File: src/rtl/regfile_scoreboard.sv
// -----------------------------------------------------------------------------
// regfile_scoreboard
//   Two-read / one-write register file for the pipelined datapath, with
//   write-to-read forwarding and a per-register pending-write scoreboard.
//   The issue stage claims destinations (counter +1), writeback retires them
//   (counter -1). The hazard unit stalls on busy1/busy2.
//
// Ports
//   clk, rst                 clock, asynchronous active-high reset
//   regWrite/writeReg/writeData   writeback: write data, retire one pending
//   readReg1/2 -> readData1/2     combinational read ports
//   busy1/busy2              read address has an outstanding write
//   issueValid/issueReg      issue stage claims a destination register
//   issueReady               claimed register's counter has room
//   flush                    clear every pending counter
//   sbErr                    sticky underflow/overflow flag
// -----------------------------------------------------------------------------
module regfile_scoreboard #(
    parameter int DATA_W   = 32,
    parameter int ADDR_W   = 5,
    parameter int ZERO_REG = 1,
    parameter int BYPASS   = 1,
    parameter int PEND_W   = 2,
    parameter int INIT_R1  = 1,
    parameter int INIT_R2  = 2
) (
    input  logic              clk,
    input  logic              rst,
    input  logic              regWrite,
    input  logic [ADDR_W-1:0] writeReg,
    input  logic [DATA_W-1:0] writeData,
    input  logic [ADDR_W-1:0] readReg1,
    input  logic [ADDR_W-1:0] readReg2,
    output logic [DATA_W-1:0] readData1,
    output logic [DATA_W-1:0] readData2,
    output logic              busy1,
    output logic              busy2,
    input  logic              issueValid,
    input  logic [ADDR_W-1:0] issueReg,
    output logic              issueReady,
    input  logic              flush,
    output logic              sbErr
);

    localparam int                NUM_REGS = 2 ** ADDR_W;
    localparam logic [PEND_W-1:0] PEND_MAX = '1;
    localparam logic [PEND_W-1:0] PEND_ONE = PEND_W'(1);

    logic [DATA_W-1:0] regs_q [NUM_REGS];
    logic [PEND_W-1:0] cnt_q  [NUM_REGS];
    logic [PEND_W-1:0] cnt_d  [NUM_REGS];
    logic              sb_err_q;
    logic              sb_err_d;

    logic wr_drop;     // write to hard-wired zero register
    logic wr_en;       // write that actually lands in the array
    logic issue_zero;  // issue to hard-wired zero register
    logic issue_ok;    // accepted claim
    logic overflow;    // claim refused because the counter is full

    assign wr_drop    = (ZERO_REG != 0) && (writeReg == '0);
    assign wr_en      = regWrite && !wr_drop;
    assign issue_zero = (ZERO_REG != 0) && (issueReg == '0);

    // A full counter can still take a claim if the same register retires
    // one this cycle: the two cancel and the count stays at max.
    assign issueReady = (cnt_q[issueReg] != PEND_MAX) ||
                        (regWrite && (writeReg == issueReg));
    assign issue_ok   = issueValid && !issue_zero && issueReady;
    assign overflow   = issueValid && !issue_zero && !issueReady;

    // Read-port data: zero register beats forwarding, forwarding beats array.
    function automatic logic [DATA_W-1:0] port_data(
        input logic [ADDR_W-1:0] addr,
        input logic [DATA_W-1:0] stored,
        input logic              fwd_en,
        input logic [ADDR_W-1:0] fwd_addr,
        input logic [DATA_W-1:0] fwd_data
    );
        if ((ZERO_REG != 0) && (addr == '0))
            return '0;
        if ((BYPASS != 0) && fwd_en && (fwd_addr == addr))
            return fwd_data;
        return stored;
    endfunction

    // Busy: the last outstanding write retiring this cycle is already
    // visible through the forwarding path, so no stall is needed.
    function automatic logic port_busy(
        input logic [ADDR_W-1:0] addr,
        input logic [PEND_W-1:0] cnt,
        input logic              wb_en,
        input logic [ADDR_W-1:0] wb_addr
    );
        if ((ZERO_REG != 0) && (addr == '0))
            return 1'b0;
        if ((BYPASS != 0) && wb_en && (wb_addr == addr) && (cnt == PEND_ONE))
            return 1'b0;
        return cnt != '0;
    endfunction

    always_comb begin
        readData1 = port_data(readReg1, regs_q[readReg1], wr_en, writeReg, writeData);
        readData2 = port_data(readReg2, regs_q[readReg2], wr_en, writeReg, writeData);
        busy1     = port_busy(readReg1, cnt_q[readReg1], regWrite, writeReg);
        busy2     = port_busy(readReg2, cnt_q[readReg2], regWrite, writeReg);
    end

    assign sbErr = sb_err_q;

    // Counter next state. Flush wins over claims and retirements; a
    // retirement against an empty counter (with no same-cycle claim to
    // cancel it) is an underflow.
    // NOTE: every always_comb output gets its default first so no path can
    // leave it unassigned and infer a latch.
    always_comb begin
        sb_err_d = sb_err_q | overflow;
        for (int i = 0; i < NUM_REGS; i++) begin
            cnt_d[i] = cnt_q[i];
            if (flush) begin
                cnt_d[i] = '0;
            end else if (issue_ok && (issueReg == ADDR_W'(i)) &&
                         !(wr_en && (writeReg == ADDR_W'(i)))) begin
                cnt_d[i] = cnt_q[i] + PEND_ONE;
            end else if (wr_en && (writeReg == ADDR_W'(i)) &&
                         !(issue_ok && (issueReg == ADDR_W'(i)))) begin
                if (cnt_q[i] == '0)
                    sb_err_d = 1'b1;
                else
                    cnt_d[i] = cnt_q[i] - PEND_ONE;
            end
        end
    end

    // NOTE: state registers use non-blocking assignments so every flop
    // samples the pre-edge values regardless of statement order.
    // NOTE: the register array is reset on purpose: architectural state must
    // come up with known values (r1/r2 preloaded), not just the control bits.
    always_ff @(posedge clk or posedge rst) begin
        if (rst) begin
            for (int i = 0; i < NUM_REGS; i++) begin
                regs_q[i] <= (i == 1) ? DATA_W'(INIT_R1) :
                             (i == 2) ? DATA_W'(INIT_R2) : '0;
                cnt_q[i]  <= '0;
            end
            sb_err_q <= 1'b0;
        end else begin
            if (wr_en)
                regs_q[writeReg] <= writeData;
            for (int i = 0; i < NUM_REGS; i++)
                cnt_q[i] <= cnt_d[i];
            sb_err_q <= sb_err_d;
        end
    end

endmodule
File: config.mk
export PLATFORM = sky130hd
export DESIGN_NAME = regfile_scoreboard
export DESIGN_NICKNAME = d
export VERILOG_FILES = /design/src/rtl/regfile_scoreboard.sv
export SDC_FILE = /design/constraint.sdc
export NUM_CORES = 2
export LEC_CHECK = 0
export BUFFER_PORTS_ARGS = -buffer_cell sky130_fd_sc_hd__buf_2
export CAP_MARGIN = 20
export CORE_AREA = 2 2 428 324
export CTS_BUF_LIST = sky130_fd_sc_hd__clkbuf_2
export DETAILED_ROUTE_END_ITERATION = 6
export DIE_AREA = 0 0 430 326
export HOLD_SLACK_MARGIN = 0.15
export PLACE_DENSITY_LB_ADDON = 0.05
export SYNTH_ARGS = -nofsm -noshare
export SYNTH_HDL_FRONTEND = slang
export SYNTH_SLANG_ARGS = --single-unit
File: constraint.sdc
create_clock -name clk -period 46.1 [get_ports clk]
set_input_delay 2.305 -clock clk [delete_from_list [all_inputs] [get_ports clk]]
set_output_delay 2.305 -clock clk [all_outputs]
set_load 0.01 [all_outputs]
# After elaboration in Yosys (flattened, before gate mapping)
# Index checks and enable logic that the tools add are counted.
[classes] add_sub_neg=64 n_lt_le_gt_ge=5 eq_ne=100 muxes=300 n_bitwise=5 reduce_logical=310
[ops] cell="$bwmux 1024" count=1
[ops] cell="$mux 32" count=13
[ops] cell="$bmux 32 s5" count=2
[ops] cell="$mux 2" count=134
[ops] cell="$demux 32 s5" count=1
[ops] cell="$eq 5x5->1 const B" count=32
[ops] cell="$mux 1" count=146
[ops] cell="$logic_and 1x1->1" count=140
[ops] cell="$ne 3x3->1 const B" count=32
[ops] cell="$reduce_bool 3->1" count=32
[ops] cell="$eq 5x4->1 const B" count=16
[ops] cell="$logic_not 1->1" count=67
[ops] cell="$add 2x1->2 const B" count=32
[ops] cell="$logic_not 2->1" count=32
[ops] cell="$reduce_and 2->1" count=32
[ops] cell="$sub 2x1->2 const B" count=32
[ops] cell="$eq 5x3->1 const B" count=8
[ops] cell="$bmux 2 s5" count=3
[ops] cell="$ge 6x6->1 const B" count=4
[ops] cell="$not 5->6" count=4
[ops] cell="$eq 5x2->1 const B" count=4
[ops] cell="$logic_not 5->1" count=4
[ops] cell="$eq 5x5->1" count=3
[ops] cell="$eq 5x1->1 const B" count=2
[ops] cell="other kinds (6)" count=8
[word_totals] ff_bits=1089 inputBits=57 out_inout_bits=68 elab_cells=849

# Longest topological paths before layout
[logic_depth] ltp_word=137 depth_mapped=11

# Worst setup path before layout
# Ideal clock, no wire load.
[synth_timing] path_kind="input -> output" start="input port readReg1[0]" end="output port readData1[17]" arrival_ns=4.400 required_ns=43.795 slack_ns=39.395 stages=7 n_path_buf=3 path_cell_list="clkbuf_1 > buf_2 > buf_1 > mux4_2 > mux4_2 > a21oi_1 > a211oi_1"
[synth_via] elab_chain_cells=6 elab_cells_between_ends=13 cone_classes="1 x eq/ne; 9 x mux; 1 x bitwise; 2 x reduce/logical"
[synth_lines] item="start: declaration" line="32" source="input logic [ADDR_W-1:0] readReg1,"
[synth_lines] item="$not 5->6 (implied by the code) or $eq 5x5->1 (tied branches)" line="103, 82"
[synth_lines] item="$bmux 32 s5 or $logic_and 1x1->1 (tied branches)" line="103, 82"
[synth_lines] item="$mux 32 (implied by the code) or $mux 1 (tied branches) (2 in series)" line="103, 82"
[synth_lines] item="$mux 32" line="84" source="return stored;"
[synth_lines] item="$mux 32 *" line="82" source="if ((BYPASS != 0) && fwd_en && (fwd_addr == addr))"
[synth_lines] item="end: declaration" line="34" source="output logic [DATA_W-1:0] readData1,"
# Every way passes the cells marked *; elsewhere a longest branch is shown, timed or not. The select of a mux whose other input is x is not followed.

# Final worst setup path
[layout_timing] start="input port readReg2[2]" end="output port readData2[9]"
[layout_via] elab_chain_cells=6 elab_cells_between_ends=13 cone_classes="1 x eq/ne; 9 x mux; 1 x bitwise; 2 x reduce/logical"
[layout_lines] item="start: declaration" line="33" source="input logic [ADDR_W-1:0] readReg2,"
[layout_lines] item="$not 5->6 (implied by the code) or $eq 5x5->1 (tied branches)" line="104, 82"
[layout_lines] item="$bmux 32 s5 or $logic_and 1x1->1 (tied branches)" line="104, 82"
[layout_lines] item="$mux 32 (implied by the code) or $mux 1 (tied branches) (2 in series)" line="104, 82"
[layout_lines] item="$mux 32" line="84"
[layout_lines] item="$mux 32 *" line="82"
[layout_lines] item="end: declaration" line="35" source="output logic [DATA_W-1:0] readData2,"
# Marked as above.

==> impl_metrics.sql <==
INSERT INTO impl_metrics (metric_group, metric, value, unit) VALUES
('logic_synthesis', 'postSynth.asyncResetShare', '1.00', ''),
('clock_network', 'cts_tree', 'done', ''),
('drt', 'dr_vias_cell', '6.35', ''),
('setup_path', 'delay_contributed_by_the_slowest_stage_of_the_critical_path', '0.74', 'ns'),
('power_and_ir_drop', 'seq_power_share', '0.496', ''),
('placed_design', 'placement.io_buffers', '124', ''),
('logic_synthesis', 'postSynthNetCount', '4658', ''),
('setup_path', 'crit_family', 'buffers and inverters', ''),
('logic_synthesis', 'synthDistinctLibCells', '74', ''),
('sta', 'post-route-min-period', '8.98', 'ns'),
('drt', 'vias', '42100', ''),
('logic_synthesis', 'synth-edff-count', '0', ''),
('clock_network', 'cts-root-to-sink-buffers', '4', ''),
('power_and_ir_drop', 'power_frac_clock', '0.277', ''),
('status', 'outcome', 'finished clean', ''),
('logic_synthesis', 'synth_seq_cells', '1089', ''),
('drt', 'dr.first_iter.drc_count', '3895', ''),
('drt', 'drt_pre_antenna_iters', '6', ''),
('sta', 'finClkSkew', '0.0704', 'ns'),
('die', 'floorplan.die_area', '140000', 'sq um'),
('die', 'core_region_area', '137000', 'sq um'),
('placed_design', 'place_congestion', '0.857', ''),
('cells_and_area', 'fin_util', '0.479', ''),
('sta', 'max_slew_margin', '0.160', ''),
('die', 'floorplan.initialDensity', '0.445', ''),
('setup_path', 'worst-r2r-setup-slack', '43.21', 'ns'),
('die', 'horiz_die_dim', '430', 'um'),
('power_and_ir_drop', 'p_leak', '29.2', 'nW'),
('logic_synthesis', 'ys_warn_count', '0', ''),
('drt', 'wirelength', '209', 'mm'),
('die', 'die_h', '326', 'um'),
('sta', 'max_freq', '111', 'MHz'),
('die', 'count_of_pins_on_the_block_boundary', '125', ''),
('power_and_ir_drop', 'pwr_density_cell', '38.4', 'nW/um^2'),
('clock_network', 'cts_inserted_buffers', '306', ''),
('drt', 'route.detailed.wl_per_inst', '31.5', 'um'),
('grt', 'grt.total_usage', '0.302', ''),
('clock_network', 'postCtsHoldBufs', '0', ''),
('run', 'max-cap-violations', '0', ''),
('power_and_ir_drop', 'switching_share', '0.314', ''),
('logic_synthesis', 'dominantRegCellSynth', 'dfrtp_1', ''),
('sta', 'setup_tns', '0', 'ns'),
('logic_synthesis', 'synth_largest_type_area_fraction', '0.447', ''),
('logic_synthesis', 'synth_seq_area_share', '0.448', ''),
('clock_network', 'worstSkewPairLatency', '1.77', 'ns'),
('setup_path', 'arrival_time_at_the_worst_endpoint', '6.68', 'ns'),
('cells_and_area', 'area_growth_from_synthesis_to_final_layout', '7.43', '%'),
('grt', 'wire_length_of_the_first_global_routing_pass', '307', 'mm'),
('sta', 'slew_violations', '0', ''),
('logic_synthesis', 'synth_area_leader_cell', 'dfrtp_1', ''),
('power_and_ir_drop', 'switching_power', '0.788', 'mW'),
('grt', 'gr-total-overflow', '0', ''),
('cells_and_area', 'drive_above_1_share', '0.441', ''),
('hold_path', 'timing.hold.worst.class', 'register to register', ''),
('cells_and_area', 'nets', '4695', ''),
('setup_path', 'path_class', 'input pin to output port', ''),
('setup_path', 'highest_net_fanout_along_the_worst_path', '51', ''),
('setup_path', 'worstSetupStartpointType', 'input pin', ''),
('clock_network', 'clk_pin_slew', '0.09', 'ns'),
('logic_synthesis', 'postSynthCellCount', '4601', ''),
('logic_synthesis', 'synth_common_cells', 'dfrtp_1 (1087), mux2_2 (768), nand2_1 (756)', ''),
('logic_synthesis', 'ys_top_cells_by_area', 'dfrtp_1 (45%), mux4_2 (23%), mux2_2 (14%)', ''),
('drt', 'drc_violations', '0', ''),
('grt', 'antenna_violations_before_repair', '11', ''),
('setup_path', 'worstSetupEndpointType', 'output port', ''),
('power_and_ir_drop', 'power.ir.vdd_worst', '18.0', 'uV'),
('power_and_ir_drop', 'share_comb_of_total_power', '0.227', ''),
('placed_design', 'hpwl', '111', 'mm'),
('drt', 'postRouteAntennaNets', '0', ''),
('logic_synthesis', 'syn-cell-area', '60800', 'sq um'),
('drt', 'met2_length', '95.6', 'mm');
-- routing by layer --
layer / up-vias / track usage
li1: 17500 / -
met1: 22700 / 0.438
met4: 2 / 0.101
met3: 388 / 0.0553
met2: 1554 / 0.459
met5: - / 0
-- stage by stage --
step	worst slack, ns	cell area (sq um)	total power, mW	instances
after floorplan	13.14	60800	1.67	4601
after global placement	36.85	62800	1.82	6125
after detailed placement	37.10	62800	1.83	6128
after CTS	37.10	65300	2.53	6612
after global routing	36.89	65300	2.65	6626
final	37.12	65300	2.51	6629
-- cells by family after synthesis --
family                 synth area share
AND/OR/NAND/NOR                  0.0771
flip-flops                        0.448
AO/OA/AOI/OAI                    0.0425
multiplexers                      0.397
XOR/XNOR                        0.00216
buffers and inverters            0.0334
-- placed cells by master, fill, tap and decap left out, types with 39 or more instances in the layout --
cell      instances
nand2_1         733
buf_4            84
clkbuf_2        443
mux4_2          630
a21oi_1          72
o21ai_0          70
a211oi_1        145
buf_2           114
mux2i_1         130
nor2b_1          43
nor2_1          102
dfrtp_1        1087
mux2_2          768
nor3_1           39
-- worst paths after layout --
check,start,to,depth (start not counted)
worst max-delay path,readReg2[2],readData2[9],10
worst min-delay path,regs_q[999],regs_q[999],0
worst max register to register,cnt_q[45],sbErr,8
worst min register to register,regs_q[999],regs_q[999],0
max in group asynchronous,rst,regs_q[486],6
min in group asynchronous,rst,regs_q[705],2
-- cell type report --
| class | instances | area, sq um |
|---|---|---|
| Antenna cell | 15 | 37.5 |
| Tap cell | 1800 | 2250 |
| Clock buffer | 442 | 2210 |
| Fill cell | 12200 | 71200 |
| Clock inverter | 42 | 239 |
| Sequential cell | 1089 | 27300 |
| Timing Repair Buffer | 214 | 1470 |
| Multi-Input combinational cell | 3014 | 31800 |
| Inverter | 13 | 56.3 |
-- power groups by stage --
stage	registers [mW]	logic (mW)	clock network, mW
final	1.25	0.569	0.695
after global routing	1.27	0.612	0.768
after CTS	1.24	0.573	0.719
after detailed placement	1.26	0.572	0
after global placement	1.26	0.563	0
after floorplan	1.22	0.450	0
-- sequential cells by signal, summed over array words and instances, names as in the netlist --
name and count:
regs_q 1024, sbErr 1, cnt_q 64
Power figures use the tool's default switching activity.
